[config.mk]
export PLATFORM = sky130hd
export DESIGN_NAME = rvvi_retire_tracer
export DESIGN_NICKNAME = d
export VERILOG_FILES = /design/src/rtl/rvvi_retire_tracer.sv
export SDC_FILE = /design/constraint.sdc
export NUM_CORES = 2
export LEC_CHECK = 0
export ABC_AREA = 1
export ABC_CLOCK_PERIOD_IN_PS = 14400
export CORE_AREA = 2 2 529 531
export CTS_CLUSTER_SIZE = 20
export DETAILED_ROUTE_END_ITERATION = 16
export DIE_AREA = 0 0 531 533
export HOLD_SLACK_MARGIN = 0.1
export PLACE_DENSITY = 0.36
export SYNTH_ARGS = -nofsm -noshare
export SYNTH_HDL_FRONTEND = slang
export SYNTH_SLANG_ARGS = --single-unit
export TNS_END_PERCENT = 5
[constraint.sdc]
create_clock -name clk -period 14.4 [get_ports clk]
set_input_delay 2.16 -clock clk [delete_from_list [all_inputs] [get_ports clk]]
set_output_delay 2.16 -clock clk [all_outputs]
set_load 0.02 [all_outputs]
[src/rtl/rvvi_retire_tracer.sv]
// rvvi_retire_tracer: producer side of an RVVI verilog-style trace port for a
// single-hart, single-issue core. Retirement events from the commit stage are
// queued in a 2-entry FIFO, then presented one per cycle on the RVVI signal
// set, with a shadow copy of the X register file kept alongside.
//
// Handshake: an event transfers on a rising edge where in_valid && in_ready.
// While in_ready is low the producer holds the event stable. The consumer
// side has no ready; out_stall=1 means the current output (valid=1) has not
// been taken, so every output holds until out_stall drops.
module rvvi_retire_tracer #(
  parameter int ILEN = 32,
  parameter int XLEN = 32
) (
  input  logic                 clk,
  input  logic                 rst_n,
  input  logic                 in_valid,
  output logic                 in_ready,
  input  logic [ILEN-1:0]      in_insn,
  input  logic [XLEN-1:0]      in_pc,
  input  logic [XLEN-1:0]      in_pc_next,
  input  logic                 in_trap,
  input  logic                 in_halt,
  input  logic [1:0]           in_mode,
  input  logic                 in_rd_we,
  input  logic [4:0]           in_rd,
  input  logic [XLEN-1:0]      in_rd_wdata,
  input  logic                 out_stall,
  output logic                 valid,
  output logic [63:0]          order,
  output logic [ILEN-1:0]      insn,
  output logic                 trap,
  output logic                 halt,
  output logic [1:0]           mode,
  output logic [1:0]           ixl,
  output logic [XLEN-1:0]      pc_rdata,
  output logic [XLEN-1:0]      pc_wdata,
  output logic [32*XLEN-1:0]   x_wdata,
  output logic [31:0]          x_wb
);

  typedef struct packed {
    logic [ILEN-1:0] insn;
    logic [XLEN-1:0] pc;
    logic [XLEN-1:0] pc_next;
    logic            trap;
    logic            halt;
    logic [1:0]      mode;
    logic            rd_we;
    logic [4:0]      rd;
    logic [XLEN-1:0] rd_wdata;
  } entry_t;

  // FIFO storage and pointers
  entry_t      mem_q [2];
  logic        wr_ptr_q, rd_ptr_q;
  logic [1:0]  cnt_q, cnt_d;
  logic        halted_q;

  // Output stage registers
  logic            valid_q;
  logic [63:0]     order_q;
  logic [ILEN-1:0] insn_q;
  logic            trap_q;
  logic            halt_q;
  logic [1:0]      mode_q;
  logic [XLEN-1:0] pc_rdata_q;
  logic [XLEN-1:0] pc_wdata_q;
  logic [31:0]     x_wb_q, x_wb_d;
  logic [XLEN-1:0] xreg_q [1:31];

  entry_t in_entry, head;
  logic   fifo_empty, fifo_full, push, pop, consumed, wb_en;

  assign in_entry   = {in_insn, in_pc, in_pc_next, in_trap, in_halt, in_mode,
                       in_rd_we, in_rd, in_rd_wdata};
  assign head       = mem_q[rd_ptr_q];
  assign fifo_empty = (cnt_q == 2'd0);
  assign fifo_full  = (cnt_q == 2'd2);

  // The output register is free when empty or when its value is being taken.
  assign consumed = !valid_q || !out_stall;
  assign pop      = !fifo_empty && consumed;

  // A pop in the same cycle frees a slot, so a full FIFO can still accept.
  // in_ready is forced low while reset is asserted.
  assign in_ready = rst_n && !halted_q && (!fifo_full || pop);
  assign push     = in_valid && in_ready;

  // Next occupancy and the register-writeback decision for the head entry
  always_comb begin
    cnt_d  = cnt_q + {1'b0, push} - {1'b0, pop};
    wb_en  = head.rd_we && !head.trap && (head.rd != 5'd0);
    x_wb_d = '0;
    if (wb_en) x_wb_d = 32'd1 << head.rd;
  end

  // FIFO payload storage; contents are only meaningful below cnt_q
  always_ff @(posedge clk) begin
    if (push) mem_q[wr_ptr_q] <= in_entry;
  end

  // FIFO pointers, occupancy and the sticky halt latch
  always_ff @(posedge clk or negedge rst_n) begin
    if (!rst_n) begin
      wr_ptr_q <= 1'b0;
      rd_ptr_q <= 1'b0;
      cnt_q    <= 2'd0;
      halted_q <= 1'b0;
    end else begin
      if (push) wr_ptr_q <= ~wr_ptr_q;
      if (pop)  rd_ptr_q <= ~rd_ptr_q;
      cnt_q <= cnt_d;
      if (pop && head.halt) halted_q <= 1'b1;
    end
  end

  // Output stage: load the FIFO head, or drop valid once consumed, else hold
  always_ff @(posedge clk or negedge rst_n) begin
    if (!rst_n) begin
      valid_q    <= 1'b0;
      order_q    <= '0;
      insn_q     <= '0;
      trap_q     <= 1'b0;
      halt_q     <= 1'b0;
      mode_q     <= 2'b00;
      pc_rdata_q <= '0;
      pc_wdata_q <= '0;
      x_wb_q     <= '0;
    end else if (pop) begin
      valid_q    <= 1'b1;
      order_q    <= order_q + 64'd1;
      insn_q     <= head.insn;
      trap_q     <= head.trap;
      halt_q     <= head.halt;
      mode_q     <= head.mode;
      pc_rdata_q <= head.pc;
      pc_wdata_q <= head.pc_next;
      x_wb_q     <= x_wb_d;
    end else if (consumed) begin
      valid_q <= 1'b0;
      x_wb_q  <= '0;
    end
  end

  // Shadow register file; x0 is not stored and always reads zero
  always_ff @(posedge clk or negedge rst_n) begin
    if (!rst_n) begin
      for (int i = 1; i < 32; i++) xreg_q[i] <= '0;
    end else if (pop && wb_en) begin
      xreg_q[head.rd] <= head.rd_wdata;
    end
  end

  assign x_wdata[XLEN-1:0] = '0;
  for (genvar g = 1; g < 32; g++) begin : g_xw
    assign x_wdata[g*XLEN +: XLEN] = xreg_q[g];
  end

  assign valid    = valid_q;
  assign order    = order_q;
  assign insn     = insn_q;
  assign trap     = trap_q;
  assign halt     = halt_q;
  assign mode     = mode_q;
  assign pc_rdata = pc_rdata_q;
  assign pc_wdata = pc_wdata_q;
  assign x_wb     = x_wb_q;
  assign ixl      = (XLEN == 64) ? 2'b10 : 2'b01;

endmodule
==> metrics.csv <==
metric,value,unit
WHS Path Cells,2,
NetSw,7.40,mW
pwr/cell area,235,nW/um^2
synthesis-to-layout area growth,42.4,%
Via density,4.10,
Clock Tree Root,clkbuf_16,
Cells after Synth,5185,
number of enable flip-flop cells after synthesis,276,
top-area cell type share of the netlist area,54.6,%
startpoint types,input pin,
vias,42300,
leading area contributor after synthesis,dfrtp_1,
total of warnings raised by yosys,0,
synthesized area,54700,um^2
#FFs+latches synth,1470,
asr flop ratio synth,81.2,%
FP Rows,194,
pre-CTS WS,7740,ps
CP required,12240,ps
proportion of layout cells with a drive suffix above 1,6.46,%
crit-path max cell delay,690,ps
fin crit period,6570,ps
clock edge transition at the registers on the reported setup and hold paths,50,ps
cell family contributing the most delay on the critical path,buffers and inverters,
cell internal pwr,10.9,mW
cells on worst reg2reg path,11,
Worst slew margin,26.4,%
Core Region,278000,um^2
"most common cell after layout, fill and taps aside",nand2_1,
CTS H-Tree Depth,4,
register area share after synthesis,69.8,%
Clock Sink Count,1470,
vias in the first global route,41400,
"Avg Cell Area, Syn",10.5,um^2
deepest clock path buffer count,4,
WP data arrival,4410,ps
Buffers & Inverters on Critical Path,3,
die area,283000,um^2
remaining global-route overflow,0,
initial drt markers,2686,
largest net degree at the start of global routing,151,
Antenna Nets Post-Route,0,
sw frac,40.4,%
Starting Density,19.7,%
Final setup viols,0,
Global Route Usage Sum,18.6,%
Num CTS Buffers,186,
Pwr Total,18.3,mW
Hold Crit Class,reg2reg,
met1 GRT Util,21.4,%
CTS tree,yes,
Die Y,533,um
status,completed,
Least-Margin Pin Slew,1100,ps
Final Hold Fails,0,
detailed placement HPWL,190,mm
Netlist cell types,34,
Pleak,32.5,nW
setup ws final,7830,ps
Final Max Tran Viols,0,
Final Cycle Share,45.6,%
I/O pins,1366,
max-cap violations,0,
cells traversed along the worst timing path,clkdlybuf4s50_1 -> nand2_1 -> inv_2 -> a31oi_1 -> clkdlybuf4s50_1,
crit end category,output port,
"Clk Latency, worst-skew pair",850,ps
hold_buf cts,0,
Detailed Route WL,272,mm
Reg power frac,33.9,%
largest cells by area after synthesis,"dfrtp_1 55%, edfxtp_1 15%, nand2_1 11%",
CP Max Fanout,33,
setup TNS,0,ps
Initial DRT Pass Iterations,7,
met2 Use GR,30.6,%
CP Class,in2out,
peak supply drop,0.119,mV
Final GP Congestion,0.817,
Die X,531,um
final net count,6564,
Comb power frac,40.1,%
layer carrying the most global-route usage,met2,
critical path depth,5,
ys flop type,dfrtp_1,
most frequent cells in the layout,"1667 x nand2_1, 1330 x clkdlybuf4s50_1, 1193 x dfrtp_1",
cts repair resizes,0,
Wirelength per Cell,26.3,um
CP max stage cell,clkdlybuf4s50_1,
fmax,152,MHz
Post-CTS Setup Bufs,0,
PortBufs,1331,
RSZ-0062 raised after global routing,false,
CP most frequent cell,clkdlybuf4s50_1,
grt met3 use,7.62,%
Clk pwr share,26.0,%
initial antenna violation count,69,
DRC violation count after routing,0,
first-pass GRT wire length,365,mm
worst-case clock skew,33.2,ps
[final timing paths]
kind	start	to	slack (ps)
setup / recovery	out_stall	in_ready	7830
hold / removal	halted_q	halted_q	450
setup reg to reg	rd_ptr_q	x_wdata[219]	9600
hold reg to reg	halted_q	halted_q	450
max in group asynchronous	rst_n	x_wdata[695]	9060
min in group asynchronous	rst_n	x_wdata[143]	1260
[metal layers]
| layer | routed length (um) | share of wire, % |
|---|---|---|
| met1 | 105000 | 39 |
| met2 | 128000 | 47 |
| met3 | 26400 | 9.7 |
| met4 | 11800 | 4.4 |
| met5 | 453 | 0.17 |
[synth_stat cells, types with 4 or more instances]
cell,n
buf_1,4
o21ai_0,919
nand2_2,6
a31oi_1,99
buf_2,111
inv_1,120
nand3b_1,9
nand3_4,7
buf_4,78
o21ai_1,96
nand2_1,1671
clkbuf_1,186
nor2_2,4
edfxtp_1,276
nor3_1,6
nand3_1,64
dfrtp_1,1194
xnor2_1,18
nand4_1,18
nor2_1,253
xor2_1,24
[tightest hold or removal path: cells and delay by family (launching register included)]
family	cells	cell delay (ps)
AND/OR/NAND/NOR	1	60
buffers and inverters	1	50
flip-flops	1	320
[registers in the layout, summed over array words and instances, names as in the netlist, 32 cells and up]
signal	flops
pc_rdata	32
insn	32
pc_wdata	32
mem_q	276
x_wdata	992
order	64
x_wb	32
[per-stage QoR]
stage | instances | util, % | hold WS, ps | cell area [um^2]
2_1_floorplan | 5217 | - | 422 | 54800
3_3_place_gp | 9955 | 25.8 | 446 | 71700
3_5_place_dp | 9955 | 25.8 | 450 | 71700
4_1_cts | 10300 | 28.0 | 464 | 77800
5_1_grt | 10300 | 28.0 | 485 | 77800
6_report | 10300 | 28.0 | 454 | 77900
[logic make-up after synthesis]
kind of cell | share of synthesized area (%)
and+or+nand+nor | 14.7
xor gates and xnor gates | 0.673
buffers and inverters | 4.31
adders and majority gates | 0.0686
AOI/OAI and AO/OA | 10.5
DFF | 69.8
other | 0.0137
[power groups by stage]
stage          Sequential [mW]  Clock, mW  Combinational [mW]
5_1_grt                   6.37       5.10                7.82
3_3_place_gp              6.26          0                7.50
4_1_cts                   6.23       4.94                7.53
6_report                  6.22       4.76                7.34
2_1_floorplan             7.63          0                1.52
3_5_place_dp              6.29          0                7.52
[cell type report]
cell class                      instances  area, um^2
Antenna cell                           22        55.1
Sequential cell                      1470       38200
Multi-Input combinational cell       3243       14500
Inverter                              121         462
Timing Repair Buffer                 1397       13900
Tap cell                             3724        4660
Fill cell                           29300      200000
Clock inverter                         45         549
Clock buffer                          287        5610
Note: power is estimated with default switching activity, not from simulation.
